## config.mk

```make
export PLATFORM = sky130hd
export DESIGN_NAME = sc_reg_shift
export DESIGN_NICKNAME = d
export VERILOG_FILES = /design/src/rtl/sc_reg_shift_pkg.sv /design/src/rtl/sc_reg_shift.sv
export SDC_FILE = /design/constraint.sdc
export NUM_CORES = 1
export LEC_CHECK = 0
export CAP_MARGIN = 20
export CORE_MARGIN = 2
export CORE_UTILIZATION = 54
export CTS_CLUSTER_DIAMETER = 100
export DETAILED_ROUTE_END_ITERATION = 10
export PLACE_DENSITY = 0.84
export SYNTH_ARGS = -nofsm -noshare
export SYNTH_HDL_FRONTEND = slang
export SYNTH_SLANG_ARGS = --single-unit
```

## constraint.sdc

```tcl
create_clock -name SC_RegSHIFT_CLOCK_50 -period 4.7 [get_ports SC_RegSHIFT_CLOCK_50]
set_input_delay 0.47 -clock SC_RegSHIFT_CLOCK_50 [delete_from_list [all_inputs] [get_ports SC_RegSHIFT_CLOCK_50]]
set_output_delay 0.47 -clock SC_RegSHIFT_CLOCK_50 [all_outputs]
set_load 0.02 [all_outputs]
```

## src/rtl/sc_reg_shift_pkg.sv

```systemverilog
// Shared constants for the parallel-in/serial-out shift stage:
// FSM state encoding and default geometry.
package sc_reg_shift_pkg;

    typedef enum logic {
        STATE_IDLE  = 1'b0,
        STATE_SHIFT = 1'b1
    } state_e;

    localparam int DATAWIDTH_BUS_DEF = 32;
    localparam int CNT_WIDTH_DEF     = 6;

endpackage

```

## src/rtl/sc_reg_shift.sv

```systemverilog
// Purpose: serialize one DATAWIDTH_BUS-bit word, MSB or LSB first, with bit-valid and last flags.
// Latency: first bit valid the cycle after capture; W bit cycles per word, then one idle cycle.
// Backpressure: ready only in IDLE; load while busy is ignored, upstream holds load until ready.
module sc_reg_shift
    import sc_reg_shift_pkg::*;
#(
    parameter int DATAWIDTH_BUS = DATAWIDTH_BUS_DEF,
    parameter bit MSB_FIRST     = 1'b1,
    parameter int CNT_WIDTH     = CNT_WIDTH_DEF
) (
    input  logic                     SC_RegSHIFT_CLOCK_50,
    input  logic                     SC_RegSHIFT_RESET_InLow,
    input  logic [DATAWIDTH_BUS-1:0] SC_RegSHIFT_data_InBUS,
    input  logic                     SC_RegSHIFT_load_InHigh,
    input  logic                     SC_RegSHIFT_abort_InHigh,
    output logic                     SC_RegSHIFT_ready_OutHigh,
    output logic                     SC_RegSHIFT_serial_Out,
    output logic                     SC_RegSHIFT_bitvalid_OutHigh,
    output logic                     SC_RegSHIFT_last_OutHigh
);

    state_e                   state_q, state_d;
    logic [DATAWIDTH_BUS-1:0] sreg_q, sreg_d;
    logic [CNT_WIDTH-1:0]     cnt_q, cnt_d;
    logic                     out_bit;

    assign out_bit = MSB_FIRST ? sreg_q[DATAWIDTH_BUS-1] : sreg_q[0];

    always_comb begin
        state_d = state_q;
        sreg_d  = sreg_q;
        cnt_d   = cnt_q;
        if (SC_RegSHIFT_abort_InHigh) begin
            // Abort keeps the partially shifted word; only the FSM and counter are cleared.
            state_d = STATE_IDLE;
            cnt_d   = '0;
        end else begin
            case (state_q)
                STATE_IDLE: begin
                    if (SC_RegSHIFT_load_InHigh) begin
                        state_d = STATE_SHIFT;
                        sreg_d  = SC_RegSHIFT_data_InBUS;
                        cnt_d   = CNT_WIDTH'(DATAWIDTH_BUS - 1);
                    end
                end
                STATE_SHIFT: begin
                    if (MSB_FIRST) begin
                        sreg_d = {sreg_q[DATAWIDTH_BUS-2:0], 1'b0};
                    end else begin
                        sreg_d = {1'b0, sreg_q[DATAWIDTH_BUS-1:1]};
                    end
                    if (cnt_q == '0) begin
                        state_d = STATE_IDLE;
                    end else begin
                        cnt_d = cnt_q - CNT_WIDTH'(1);
                    end
                end
                default: begin
                    state_d = STATE_IDLE;
                    cnt_d   = '0;
                end
            endcase
        end
    end

    always_ff @(negedge SC_RegSHIFT_CLOCK_50 or negedge SC_RegSHIFT_RESET_InLow) begin
        if (!SC_RegSHIFT_RESET_InLow) begin
            state_q <= STATE_IDLE;
            sreg_q  <= '0;
            cnt_q   <= '0;
        end else begin
            state_q <= state_d;
            sreg_q  <= sreg_d;
            cnt_q   <= cnt_d;
        end
    end

    // Serial output is gated so a stale word left by an abort never leaks out in IDLE.
    always_comb begin
        SC_RegSHIFT_ready_OutHigh    = (state_q == STATE_IDLE);
        SC_RegSHIFT_bitvalid_OutHigh = (state_q == STATE_SHIFT);
        SC_RegSHIFT_serial_Out       = (state_q == STATE_SHIFT) && out_bit;
        SC_RegSHIFT_last_OutHigh     = (state_q == STATE_SHIFT) && (cnt_q == '0);
    end

endmodule

```

## Word level (Yosys, flattened, before mapping)

Index checks and enable logic that the tools add are counted.

| word-level totals | value |
|---|---|
| logic and storage cells | 24 |
| input port bits | 36 |
| bits in registers | 39 |
| output and inout bits | 4 |

| cells by class | value |
|---|---|
| bitwise gates (word level) | 2 |
| reduce and logical (&&, ||, !) cells | 5 |
| muxes and demuxes | 10 |
| add/subtract/negate cells | 1 |
| equality and inequality tests | 3 |

Operator list:

| operator | number |
|---|---|
| 32-bit case mux with 2 select lines | 1 |
| 32-bit 2-to-1 mux | 1 |
| 6-bit 2-to-1 mux | 3 |
| 6-bit case mux with 2 select lines | 1 |
| 6-bit zero test | 1 |
| 3-bit != test (second input constant) | 2 |
| 6-bit by 1-bit subtractor with 6-bit output (second input constant) | 1 |
| 2-bit AND reduction | 2 |
| 1-bit 2-to-1 mux | 3 |
| 1-bit logical AND | 2 |
| 2-bit != test (second input constant) | 1 |
| 1-bit inverter | 2 |
| 1-bit case mux with 2 select lines | 1 |

## Longest topological paths before layout

| depth | value |
|---|---|
| word-level depth | 4 |
| gate-level depth with buffers | 5 |
| depth with buffers taken out | 5 |

==> results.sh <==
export IMPL_arrival_ns=4.13
export IMPL_skew_ns=0.00690
export IMPL_syn_area_per_cell_um2=10.2
export IMPL_nets=263
export IMPL_tritoncts="yes"
export IMPL_die_w_um=62.6
export IMPL_syn_nets=219
export IMPL_cts_max_path_buffers=2
export IMPL_p_leak_nw=1.07
export IMPL_initial_utilization=0.560
export IMPL_fp_dieH_um=62.6
export IMPL_routed_via_density=5.36
export IMPL_io_pins=40
export IMPL_syn2layout_area_growth_pct=31.7
export IMPL_wl_per_cell_um=14.5
export IMPL_diodes=0
export IMPL_globalRouteOverflowTotal=0
export IMPL_yosysTopAreaCell="dfrtn_1"
export IMPL_tightestPinTransition_ns=0.847
export IMPL_antenna_found_initial=0
export IMPL_root_buffer="clkbuf_4"
export IMPL_cp_slowest_stage_delay_ns=0.50
export IMPL_worstHoldPathType="reg2reg"
export IMPL_grt_use_total=0.215
export IMPL_setup_viol=0
export IMPL_whs_ns=0.429
export IMPL_synth_ff_type="dfrtn_1"
export IMPL_drt_iter0_drc=118
export IMPL_numCtsBuffers=5
export IMPL_place_worst_setup_slack_ns=0.00307
export IMPL_yosysUniqueCellTypes=30
export IMPL_clkTransAtPathRegs_ns=0.08
export IMPL_die_area_um2=3920
export IMPL_drcViolationCount=0
export IMPL_cp_end_kind="primary output"
export IMPL_status="finished clean"
export IMPL_final_antenna_net_count=0
export IMPL_ys_seq_area_frac=0.527
export IMPL_drt_total_wl_mm=3.95
export IMPL_fp_coreArea_um2=3310
export IMPL_crit_buf_inv=2
export IMPL_cp_slowest_cell="or3b_2"
export IMPL_worst_slack_ns=0.0967
export IMPL_cp_top_family="simple AND/OR/NAND/NOR gates"
export IMPL_slew_violations=0
export IMPL_synth_top_cell_area_share=0.527
export IMPL_grt_max_degree=42
export IMPL_maxSlewHeadroom=0.436
export IMPL_cts_num_sinks=39
export IMPL_vias=1458
export IMPL_async_reset_ff_frac=1.00
export IMPL_ys_warn_count=0
export IMPL_syn_cell_area_um2=1850
export IMPL_h_tree_depth=2
export IMPL_ir_drop_mv=0.228
export IMPL_cp_required_ns=4.23
export IMPL_netlist_top_cells_area="dfrtn_1 53%, mux2i_1 17%, o21ai_0 9.2%"
export IMPL_grt_pass1_wl_mm=6.63
export IMPL_hold_viol=0
export IMPL_netlist_instances=181
export IMPL_drv_cap=0
export IMPL_crit_chain="inv_1 > ha_1 > or3b_2 > nor2_2 > buf_4"
export IMPL_rows=21
export IMPL_critPathLaunchType="flip-flop"
export IMPL_critical_path_class="reg2out"
export IMPL_place_inst=262
export IMPL_io_buffers=39
export IMPL_cellPowerDensity_nw_per_um2=334
export IMPL_synth_edf_count=0
export IMPL_post_dp_hpwl_mm=2.72
export IMPL_layout_drive_gt1_share=0.0973
export IMPL_synth_seq_cells=39
export IMPL_stdcell_count=272
export IMPL_crit_fanout=4
export IMPL_place_congestion=0.873
export IMPL_first_pass_iters=4
export IMPL_grt_pass1_vias=1498
export IMPL_clkLatencyLatePin_ns=0.32
==> area by class of cell <==
cell class / count / area (µm²)
fillers: 254 / 870
inverters: 4 / 15.0
clock buffers: 8 / 68.8
flip-flops and latches: 39 / 976
repair buffers: 48 / 493
well taps: 46 / 57.6
multi-input cells: 127 / 831
==> routing by layer <==
layer | track usage | vias to the layer above | wire length [µm]
met4 | 0.0611 | 0 | 17
met1 | 0.271 | 692 | 1710
met3 | 0.0577 | 2 | 197
met2 | 0.364 | 37 | 2030
met5 | 0 | - | 0
li1 | - | 727 | -
==> worst reg2reg max path, cell delays in order (launching register included) <==
cell and delay, ns:
dfrtn_1 0.39, inv_1 0.09, ha_1 0.17, or3b_2 0.50, o22ai_1 0.26, a221oi_1 0.15
==> flip-flops by register name, summed over array words and instances, names as in the netlist <==
signal                        count
cnt_q                             6
SC_RegSHIFT_bitvalid_OutHigh      1
sreg_q                           32
==> metrics by stage <==
stage | utilization | setup TNS, ns | power [W] | instance area, µm²
global placement | 0.707 | 0 | 0.000607 | 2340
finish | 0.737 | 0 | 0.000816 | 2440
floorplan | - | 0 | 0.000537 | 1850
detailed placement | 0.707 | 0 | 0.000624 | 2340
global route | 0.737 | -0.00558 | 0.000868 | 2440
CTS | 0.726 | 0 | 0.000815 | 2400
==> logic make-up after synthesis <==
| family | Yosys count | synth area share |
|---|---|---|
| compound gates | 48 | 0.147 |
| buf+inv | 15 | 0.0324 |
| simple gates | 46 | 0.113 |
| flops | 39 | 0.527 |
| fa+ha+maj | 2 | 0.0135 |
| mux | 31 | 0.167 |
==> worst paths after layout <==
path / from / to / slack [ns] / cells after the start
setup / recovery: cnt_q[0] / SC_RegSHIFT_last_OutHigh / 0.1 / 5
hold / removal: sreg_q[10] / sreg_q[10] / 0.43 / 2
setup reg to reg: cnt_q[0] / cnt_q[1] / 2.96 / 5
hold reg to reg: sreg_q[10] / sreg_q[10] / 0.43 / 2
max in group asynchronous: SC_RegSHIFT_RESET_InLow / sreg_q[13] / 1.66 / 1
min in group asynchronous: SC_RegSHIFT_RESET_InLow / sreg_q[26] / 2.47 / 1
==> cells in the mapped netlist (2+ instances only) <==
| library cell | instances |
|---|---|
| buf_1 | 3 |
| dfrtn_1 | 39 |
| a211oi_1 | 2 |
| nor2_1 | 3 |
| a21oi_1 | 2 |
| mux2i_1 | 31 |
| ha_1 | 2 |
| a31oi_1 | 3 |
| clkbuf_1 | 7 |
| inv_1 | 3 |
| o21ai_0 | 34 |
| nand2_1 | 34 |
==> repair_timing <==
item / CTS / global route
gates cloned: 0 / 1
hold buffers: 0 / 0
endpoints found under the setup margin: 1 / 2
buffers inserted: 0 / 1
resized for setup: 4 / 2
==> where the power goes <==
group,internal [W],leakage [nW],switching [W]
sequential,0.000397,0.489,0.0000354
combinational,0.0000985,0.540,0.0000926
clock,0.0000881,0.0386,0.000104
==> cells in the final DEF, fill, tap and decap left out, types with 3 or more instances in the layout <==
cell type	instances
nand2_1	34
o21ai_0	34
a31oi_1	3
clkdlybuf4s50_1	37
inv_1	3
buf_4	7
clkbuf_4	5
mux2i_1	31
dfrtn_1	39
Note: power is estimated with default switching activity, not from simulation.
